### src/rtl/timer_controller.sv
// ---------------------------------------------------------------------------
// timer_controller
//
// Sequencing controller for an 8-bit counter/compare/event-flag timer.
// Starts and stops counting in one-shot or periodic mode. A match between the
// running count and the compare value latched at start raises a sticky event
// flag. A match that lands while the previous event is still unacknowledged
// also raises a sticky overrun flag.
//
// Optional feature macro: TIMER_PRESCALER_EN
//   defined   : a prescaler divides the count tick by (P+1), where P is the
//               iPrescale value latched at start.
//   undefined : the count ticks every cycle in RUN, and iPrescale is ignored.
//
// Parameters
//   WIDTH      counter / compare width
//   PRE_WIDTH  prescaler width (only meaningful with TIMER_PRESCALER_EN)
//
// Ports
//   iClk            system clock, rising-edge active
//   iReset          synchronous reset, active low
//   iStart          start request (acted on in IDLE only)
//   iStop           stop request (RUN/DONE -> IDLE; beats iStart in IDLE)
//   iMode           0 = one-shot, 1 = periodic (latched at start)
//   iCompare        terminal count C (latched at start)
//   iPrescale       prescale value P (latched at start)
//   iAck            acknowledge; clears both sticky flags
//   oCount          current count
//   oTimerOverflow  sticky event flag
//   oMissed         sticky overrun flag
//   oBusy           1 while in RUN
//   oState          IDLE = 00, RUN = 01, DONE = 10
// ---------------------------------------------------------------------------
module timer_controller #(
    parameter int WIDTH     = 8,
    parameter int PRE_WIDTH = 8
) (
    input  logic                 iClk,
    input  logic                 iReset,
    input  logic                 iStart,
    input  logic                 iStop,
    input  logic                 iMode,
    input  logic [WIDTH-1:0]     iCompare,
    input  logic [PRE_WIDTH-1:0] iPrescale,
    input  logic                 iAck,
    output logic [WIDTH-1:0]     oCount,
    output logic                 oTimerOverflow,
    output logic                 oMissed,
    output logic                 oBusy,
    output logic [1:0]           oState
);

    typedef enum logic [1:0] {
        IDLE = 2'b00,
        RUN  = 2'b01,
        DONE = 2'b10
    } state_t;

    localparam logic [WIDTH-1:0] CNT_ONE = WIDTH'(1);

    state_t             state_q,  state_d;
    logic [WIDTH-1:0]   count_q,  count_d;
    logic [WIDTH-1:0]   cmp_q,    cmp_d;
    logic               mode_q,   mode_d;
    logic               ovf_q,    ovf_d;
    logic               missed_q, missed_d;
    logic               busy_q,   busy_d;
    logic               tick;
    logic               match;

`ifdef TIMER_PRESCALER_EN
    localparam logic [PRE_WIDTH-1:0] PRE_ONE = PRE_WIDTH'(1);

    logic [PRE_WIDTH-1:0] pre_val_q, pre_val_d;
    logic [PRE_WIDTH-1:0] pre_cnt_q, pre_cnt_d;
`else
    // Prescale input is kept on the port list for a uniform interface.
    logic unused_prescale;
    assign unused_prescale = ^iPrescale;
`endif

    always_comb begin
        state_d  = state_q;
        count_d  = count_q;
        cmp_d    = cmp_q;
        mode_d   = mode_q;
        ovf_d    = ovf_q;
        missed_d = missed_q;
        match    = 1'b0;
`ifdef TIMER_PRESCALER_EN
        pre_val_d = pre_val_q;
        pre_cnt_d = pre_cnt_q;
        // Prescaler runs 0..P; the tick fires on the cycle it sits at P.
        tick      = (pre_cnt_q == pre_val_q);
`else
        tick      = 1'b1;
`endif

        case (state_q)
            IDLE: begin
                count_d = '0;
`ifdef TIMER_PRESCALER_EN
                pre_cnt_d = '0;
`endif
                // Stop beats start when both are asserted together.
                if (iStart && !iStop) begin
                    state_d = RUN;
                    cmp_d   = iCompare;
                    mode_d  = iMode;
`ifdef TIMER_PRESCALER_EN
                    pre_val_d = iPrescale;
`endif
                end
            end

            RUN: begin
                // Stop aborts the run outright; any match due this cycle
                // is discarded together with the run.
                if (iStop) begin
                    state_d = IDLE;
                    count_d = '0;
`ifdef TIMER_PRESCALER_EN
                    pre_cnt_d = '0;
`endif
                end else begin
`ifdef TIMER_PRESCALER_EN
                    pre_cnt_d = tick ? '0 : (pre_cnt_q + PRE_ONE);
`endif
                    if (tick) begin
                        // Count never passes C: reaching C is the match.
                        if (count_q == cmp_q) begin
                            match = 1'b1;
                            if (mode_q) begin
                                count_d = '0;
                            end else begin
                                state_d = DONE;
                            end
                        end else begin
                            count_d = count_q + CNT_ONE;
                        end
                    end
                end
            end

            DONE: begin
                if (iAck || iStop) begin
                    state_d = IDLE;
                    count_d = '0;
                end
            end

            default: begin
                state_d = IDLE;
                count_d = '0;
            end
        endcase

        // A match in the same cycle as iAck wins so no event is lost.
        if (match) begin
            ovf_d = 1'b1;
            if (ovf_q && !iAck) begin
                missed_d = 1'b1;
            end
        end else if (iAck) begin
            ovf_d    = 1'b0;
            missed_d = 1'b0;
        end

        busy_d = (state_d == RUN);
    end

    always_ff @(posedge iClk) begin
        if (!iReset) begin
            state_q  <= IDLE;
            count_q  <= '0;
            cmp_q    <= '0;
            mode_q   <= 1'b0;
            ovf_q    <= 1'b0;
            missed_q <= 1'b0;
            busy_q   <= 1'b0;
`ifdef TIMER_PRESCALER_EN
            pre_val_q <= '0;
            pre_cnt_q <= '0;
`endif
        end else begin
            state_q  <= state_d;
            count_q  <= count_d;
            cmp_q    <= cmp_d;
            mode_q   <= mode_d;
            ovf_q    <= ovf_d;
            missed_q <= missed_d;
            busy_q   <= busy_d;
`ifdef TIMER_PRESCALER_EN
            pre_val_q <= pre_val_d;
            pre_cnt_q <= pre_cnt_d;
`endif
        end
    end

    assign oCount         = count_q;
    assign oTimerOverflow = ovf_q;
    assign oMissed        = missed_q;
    assign oBusy          = busy_q;
    assign oState         = state_q;

endmodule
### config.mk
export PLATFORM = sky130hd
export DESIGN_NAME = timer_controller
export DESIGN_NICKNAME = d
export VERILOG_FILES = /design/src/rtl/timer_controller.sv
export SDC_FILE = /design/constraint.sdc
export NUM_CORES = 1
export LEC_CHECK = 0
export CAP_MARGIN = 5
export CORE_MARGIN = 3
export CORE_UTILIZATION = 46
export CTS_CLUSTER_DIAMETER = 80
export DETAILED_ROUTE_END_ITERATION = 8
export PLACE_DENSITY = 0.78
export SETUP_SLACK_MARGIN = 0.5
export SLEW_MARGIN = 5
export SYNTH_ARGS = -nofsm -noshare
export SYNTH_HDL_FRONTEND = slang
export SYNTH_SLANG_ARGS = --single-unit
### constraint.sdc
create_clock -name iClk -period 2.05 [get_ports iClk]
set_input_delay 0.615 -clock iClk [delete_from_list [all_inputs] [get_ports iClk]]
set_output_delay 0.615 -clock iClk [all_outputs]
set_load 0.01 [all_outputs]
==> out/metrics.yaml, run 1 <==
run_status:
  status: "completed"
synth:
  syn_avg_cell_area_um2: 9.515
  syn_inst: 124
  synthSimpleGateAreaFrac: 0.2556
  synth_top_family_by_area: "simple AND/OR/NAND/NOR gates"
  synth_area_leaders: "dfxtp_1 (37%), nand2_1 (7.6%), a21boi_0 (5.7%), xnor2_2 (4.1%), o21a_1 (3.8%)"
  synth_cell_types: 39
  ys_seq_area_frac: 0.3733
  synth_top_cell_area_share: 0.3733
  yosys.area.top_type: "dfxtp_1"
  ys_seq_elements: 22
  synth_compound_area_frac: 0.2163
  synth.area.mux_share: 0.03499
  synth-xor-area-share: 0.07847
  yosys_warnings: 0
  synth_area_um2: 1180
  synth_fa_ha_area_frac: 0.01060
  syn-num-nets: 147
final_layout:
  layout_commonest_cell: "buf_4"
  diodes: 0
  fill_cells: 86
  nets: 221
  drive_gt1_frac: 0.5685
  instances_no_fill: 225
  syn_to_final_growth_pct: 79.22
  final_cell_mix: "buf_4 (33), buf_6 (24), nand2_1 (23)"
routing:
  routedWlPerCell_um: 21.97
  firstDrtPassIters: 4
  drt_wl_total_um: 4944
  ant_nets: 0
  drc: 0
  drt_first_iter_violations: 66
  vias: 1360
  routed_via_density: 6.044
timing:
  worstMarginPinSlew_ps: 402.6
  timing.final.ws_setup_ps: 219.7
  finClkSkew_ps: 6.175
  relSlewSlack: 0.7316
  rsz0062_at_grt: "yes"
  fin_crit_ps: 1830
  slew_viol_final: 0
  fin_crit_sh: 0.8928
  setup_violations: 0
  fmax_ghz: 0.5464
  hold_viol: 0
placement:
  dp_cells: 192
  routabilityCongestion: 0.7985
  post-place-ws_ps: -432.2
  io_buffers: 26
  dp_hpwl_um: 2216
power_and_ir_drop:
  seqPwrFrac: 0.492
  pwr-share-comb: 0.228
  power.leakage_nw: 0.8936
  switching_share: 0.2819
  power_density_nw_per_um2: 426.2
  p_int_mw: 0.6471
  p_clk_frac: 0.281
  switchingPower_mw: 0.2541
  fin_total_pwr_mw: 0.9012
  ir_drop_v: 0.0005738
clock_network:
  clk-insertion-delay-late_ps: 320
  cts_tree: "yes"
  cts_max_path_buffers: 2
  ctsHtreeMaxLevel: 1
  cts_root_buf: "clkbuf_4"
  path_clk_slew_ps: 130
  cts_buffers: 3
  cts_sinks: 22
critical_path:
  crit_type: "flip-flop to flip-flop"
  start_kind: "flip-flop"
  crit_start: "oCount[3]$_SDFFE_PN0P_"
  crit_fanout: 4
  worst_setup_path_end_kind: "flip-flop"
  r2r_start: "oCount[3]$_SDFFE_PN0P_"
  critPathRequiredTime_ps: 2270
  crit_arrival_ps: 2050
  reg2reg_depth: 6
global_routing:
  grt_antenna_before_repair: 0
  grt_pass1_wl_um: 6472
  track_usage: 0.2613
  grt_pass1_vias: 1331
  grt-ovfl-total: 0
  grt_max_degree: 13
worst_hold_path:
  hold_depth: 2
  hold_class: "flip-flop to flip-flop"
  hp-start: "oMissed$_SDFFE_PN0P_"
floorplan:
  design.core.area_um2: 2318
  die_w_um: 56.65
  die_area_um2: 3209
  die-height_um: 56.65
  start_util: 0.5089
  ioPinCount: 35
  rows: 17
run:
  drv_cap: 0
==> through the flow <==
stage / setup TNS (ps) / utilization / instance area [µm²] / hold WS, ps
after global routing: 0 / 0.9120 / 2115 / 505.3
final: 0 / 0.9120 / 2115 / 503.4
after detailed placement: -2818 / 0.6994 / 1622 / 463.0
after global placement: -2371 / 0.6994 / 1622 / 441.9
after CTS: 0 / 0.8559 / 1984 / 483.7
after floorplan: 0 / - / 1219 / 456.0
==> power groups by stage <==
| stage | Combinational, mW | Clock, mW | Sequential (mW) |
|---|---|---|---|
| 2_1_floorplan | 0.0664 | 0 | 0.461 |
| 3_3_place_gp | 0.133 | 0 | 0.460 |
| 3_5_place_dp | 0.137 | 0 | 0.461 |
| 4_1_cts | 0.162 | 0.252 | 0.441 |
| 5_1_grt | 0.214 | 0.266 | 0.445 |
| 6_report | 0.205 | 0.253 | 0.443 |
==> Yosys cell counts <==
master	number
and3_1	2
xnor2_2	3
a21boi_1	2
and2_1	1
mux2_4	2
nor3_1	6
inv_1	1
nand4_4	1
nand4_2	1
o211a_1	1
nor4b_1	1
o221a_1	3
or3_1	2
nand2_1	24
a21boi_0	9
mux2_2	1
nand3_1	3
clkbuf_1	3
buf_6	1
o41a_1	1
nor2_1	2
buf_2	2
nor3b_1	2
or4_1	1
o31ai_1	2
nand2b_1	1
nand3b_1	1
or2_1	1
ha_1	1
nor4b_2	1
o21a_1	6
o221a_2	3
xnor2_1	5
nor4_4	1
nor4_1	1
o31a_1	1
dfxtp_1	22
o21ai_0	2
a21oi_1	1
==> what timing repair did <==
item	in CTS	in global routing
gates resized for setup	99	21
endpoints found under the setup margin	34	23
pin swaps	16	15
hold buffers	0	0
setup buffers	22	7
==> layout make-up <==
cell class	instances	area [µm²]	share of cell area
inverter	1	3.754	0.001775
tap	28	35.03	0.01657
multi-input combinational	95	870.8	0.4118
sequential	22	486.7	0.2302
timing repair buffer	75	681.9	0.3225
clock buffer	4	36.28	0.01716
==> path summary, 6_finish.rpt <==
kind,to,slack [ps]
max,oCount[5]$_SDFFE_PN0P_,220
min reg2reg,oMissed$_SDFFE_PN0P_,500
min,oMissed$_SDFFE_PN0P_,500
max reg2reg,oCount[5]$_SDFFE_PN0P_,220
==> kinds of logic (layout without fill, tap and decap cells) <==
family,count (synthesis),after routing
buffers and inverters,7,80
xor gates and xnor gates,8,8
and+or+nand+nor,52,52
AOI/OAI and AO/OA,31,31
adders and majority gates,1,1
DFF,22,22
muxes,3,3
==> layer usage <==
metal / global-route usage / part of all wire
met3: 0.06207 / 0.063
met2: 0.4587 / 0.51
met4: 0.1220 / 0.028
met1: 0.2917 / 0.40
met5: 0.01786 / 0
==> registers in the layout (all words and copies together) (netlist names) <==
name and cells:
oMissed 1, cmp_q 8, oCount 8, oTimerOverflow 1, oBusy 1, mode_q 1, oState 2
==> critical path, cell delays in order (launching register included) <==
cell and delay [ps]:
dfxtp_4 400, xnor2_4 190, nand4_4 130, nor4_4 280, buf_4 210, mux2_4 310
o221a_1 210
No activity file was read; power rests on OpenSTA's default activity.
==> run 2, diff against run 1 <==
ABC_AREA = 1   (was unset)
ABC_CLOCK_PERIOD_IN_PS = 2050   (was unset)
CORE_UTILIZATION = 45   (was 46)
==> run 2 against run 1 <==
  * Sequential share of layout area rose by 4.8 points
  * Synthesized area fell by 6.3%
  * Routed wire length fell by 33%
  * Setup slack improved by 270 ps
  * Non-clock buffer count fell by 26
  * Sequential power barely moved
  * Largest cell class unchanged
  * Highest routed layer unchanged
==> out/metrics.yaml, run 2 <==
clock_network:
  cts_tree: "yes"
  cts_max_path_buffers: 2
  cts_root_buf: "clkbuf_4"
  ctsHoldBuffers: 0
  ctsHtreeMaxLevel: 1
  path_clk_slew_ps: 130
  cts_sinks: 22
  cts_buffers: 3
  clk-insertion-delay-late_ps: 320
global_routing:
  grt_pass1_vias: 1111
  grt_antenna_before_repair: 0
  track_usage: 0.2014
  grt_max_degree: 18
  grt-ovfl-total: 0
  grt_pass1_wl_um: 5030
timing:
  fin_crit_sh: 0.7628
  fin_crit_ps: 1564
  finClkSkew_ps: 6.986
  slew_viol_final: 0
  worstMarginPinSlew_ps: 541.8
  fmax_ghz: 0.6395
  rsz0062_at_grt: "yes"
  finalSetupTns_ps: 0
  hold_viol: 0
  setup_violations: 0
  relSlewSlack: 0.6384
synth:
  ys_seq_elements: 22
  syn_avg_cell_area_um2: 7.229
  syn-num-nets: 176
  syn_inst: 153
  ys_seq_area_frac: 0.3982
  synth_area_leaders: "dfxtp_1 (40%), nand2_1 (13%), a21oi_1 (8.6%), inv_1 (6.8%), o21ai_0 (4.5%)"
  yosys.area.top_type: "dfxtp_1"
  synth_cell_types: 24
  synth_top_cell_area_share: 0.3982
  synth_common_cells: "nand2_1 (38), dfxtp_1 (22), inv_1 (20)"
  synth_edf_count: 0
  synth_area_um2: 1106
  synth_most_common_cell: "nand2_1"
  yosys_most_used_dff: "dfxtp_1"
  yosys_warnings: 0
  async_flop_share: 0
routing:
  wl_met1_um: 1270
  drt_first_iter_violations: 29
  vias: 1241
  drc: 0
  ant_nets: 0
  route.met2.wl_um: 1769
  drt_wl_total_um: 3290
  routed_via_density: 5.349
  top_layer_used: "met4"
  routedWlPerCell_um: 14.18
  wl_met3_um: 180
  firstDrtPassIters: 4
worst_hold_path:
  hold_class: "flip-flop to flip-flop"
critical_path:
  crit_arrival_ps: 1820
  critPathRequiredTime_ps: 2300
  worst_setup_path_end_kind: "flip-flop"
  crit_fanout: 5
  crit_type: "flip-flop to flip-flop"
  start_kind: "flip-flop"
floorplan:
  die_w_um: 55.58
  die_area_um2: 3089
  start_util: 0.4860
  die-height_um: 55.58
  rows: 17
  design.core.area_um2: 2276
  ioPinCount: 35
power_and_ir_drop:
  seqPwrFrac: 0.513
  p_clk_frac: 0.287
  switching_share: 0.2829
  power_density_nw_per_um2: 515.2
  ir_drop_v: 0.0003929
  p_int_mw: 0.6244
  fin_total_pwr_mw: 0.8709
  pwr-share-comb: 0.200
  switchingPower_mw: 0.2464
  power.leakage_nw: 0.7908
final_layout:
  layout_commonest_cell: "nand2_1"
  diodes: 0
  syn_to_final_growth_pct: 52.83
  final_cell_mix: "nand2_1 (28), buf_4 (20), inv_1 (16)"
  fill_cells: 176
  drive_gt1_frac: 0.4216
  nets: 228
run:
  drv_cap: 0
placement:
  routabilityCongestion: 0.8829
  io_buffers: 26
  dp_hpwl_um: 1974
run_status:
  status: "completed"
## run 2: cell families (layout without fill, tap and decap cells)
family / count (synthesis) / in the layout / share of synthesized area
flops: 22 / 22 / 0.3982
simple gates: 68 / 68 / 0.3054
xor+xnor: 6 / 6 / 0.04752
compound gates: 33 / 33 / 0.1584
buf+inv: 23 / 74 / 0.07917
fa+ha+maj: 1 / 1 / 0.01131
## run 2: cell type report
type	instances	area, µm²	share of cell area
clock buffer	4	36.28	0.02147
inverter	21	83.83	0.04959
multi-input combinational	108	683.2	0.4041
sequential	22	470.5	0.2783
tap	28	35.03	0.02073
timing repair buffer	49	381.6	0.2258
## run 2: metal layers
| metal | vias up | global-route usage |
|---|---|---|
| met4 | 0 | 0.04167 |
| met5 | - | 0 |
| met2 | 48 | 0.3564 |
| li1 | 602 | - |
| met3 | 10 | 0.04640 |
| met1 | 581 | 0.2478 |
## run 2: path summary, 6_finish.rpt
kind | startpoint | slack (ps) | cells after the start | end
worst min register to register | cmp_q[6]$_SDFFE_PN0P_ | 480 | 2 | cmp_q[6]$_SDFFE_PN0P_
worst min-delay path | cmp_q[6]$_SDFFE_PN0P_ | 480 | 2 | cmp_q[6]$_SDFFE_PN0P_
worst max-delay path | oCount[1]$_SDFFE_PN0P_ | 490 | 10 | oCount[4]$_SDFFE_PN0P_
worst max register to register | oCount[1]$_SDFFE_PN0P_ | 490 | 10 | oCount[4]$_SDFFE_PN0P_
## run 2: power by group through the flow
stage | logic (mW) | clock network (mW) | registers [mW]
CTS | 0.138 | 0.251 | 0.447
finish | 0.175 | 0.250 | 0.446
floorplan | 0.0791 | 0 | 0.462
global route | 0.189 | 0.276 | 0.449
detailed placement | 0.136 | 0 | 0.463
global placement | 0.133 | 0 | 0.462
## run 2: critical path: stages, from the launching register on
cell and delay (ps):
dfxtp_4 380, buf_4 150, ha_2 200, nand2_1 110, inv_1 100, nand2_1 50, nand2_1 50, o21ai_0 80
a21oi_1 130, nand3_1 110, a21oi_2 130
## run 2: what timing repair did
item                                    CTS  global route
gates resized for setup                  37            56
setup buffers                             8            10
gates cloned                              0             0
endpoints found under the setup margin   25            30
pin swaps                                 2            10
## run 2: through the flow
stage	utilization	std cells	cell area, µm²	setup WS, ps	hold WS [ps]
floorplan	-	153	1106	589.9	443.3
global placement	0.6284	210	1430	82.04	451.7
detailed placement	0.6284	210	1430	-6.243	461.9
CTS	0.6789	222	1545	427.4	476.9
global route	0.7427	232	1690	399.7	507.6
finish	0.7427	232	1690	486.2	476.6
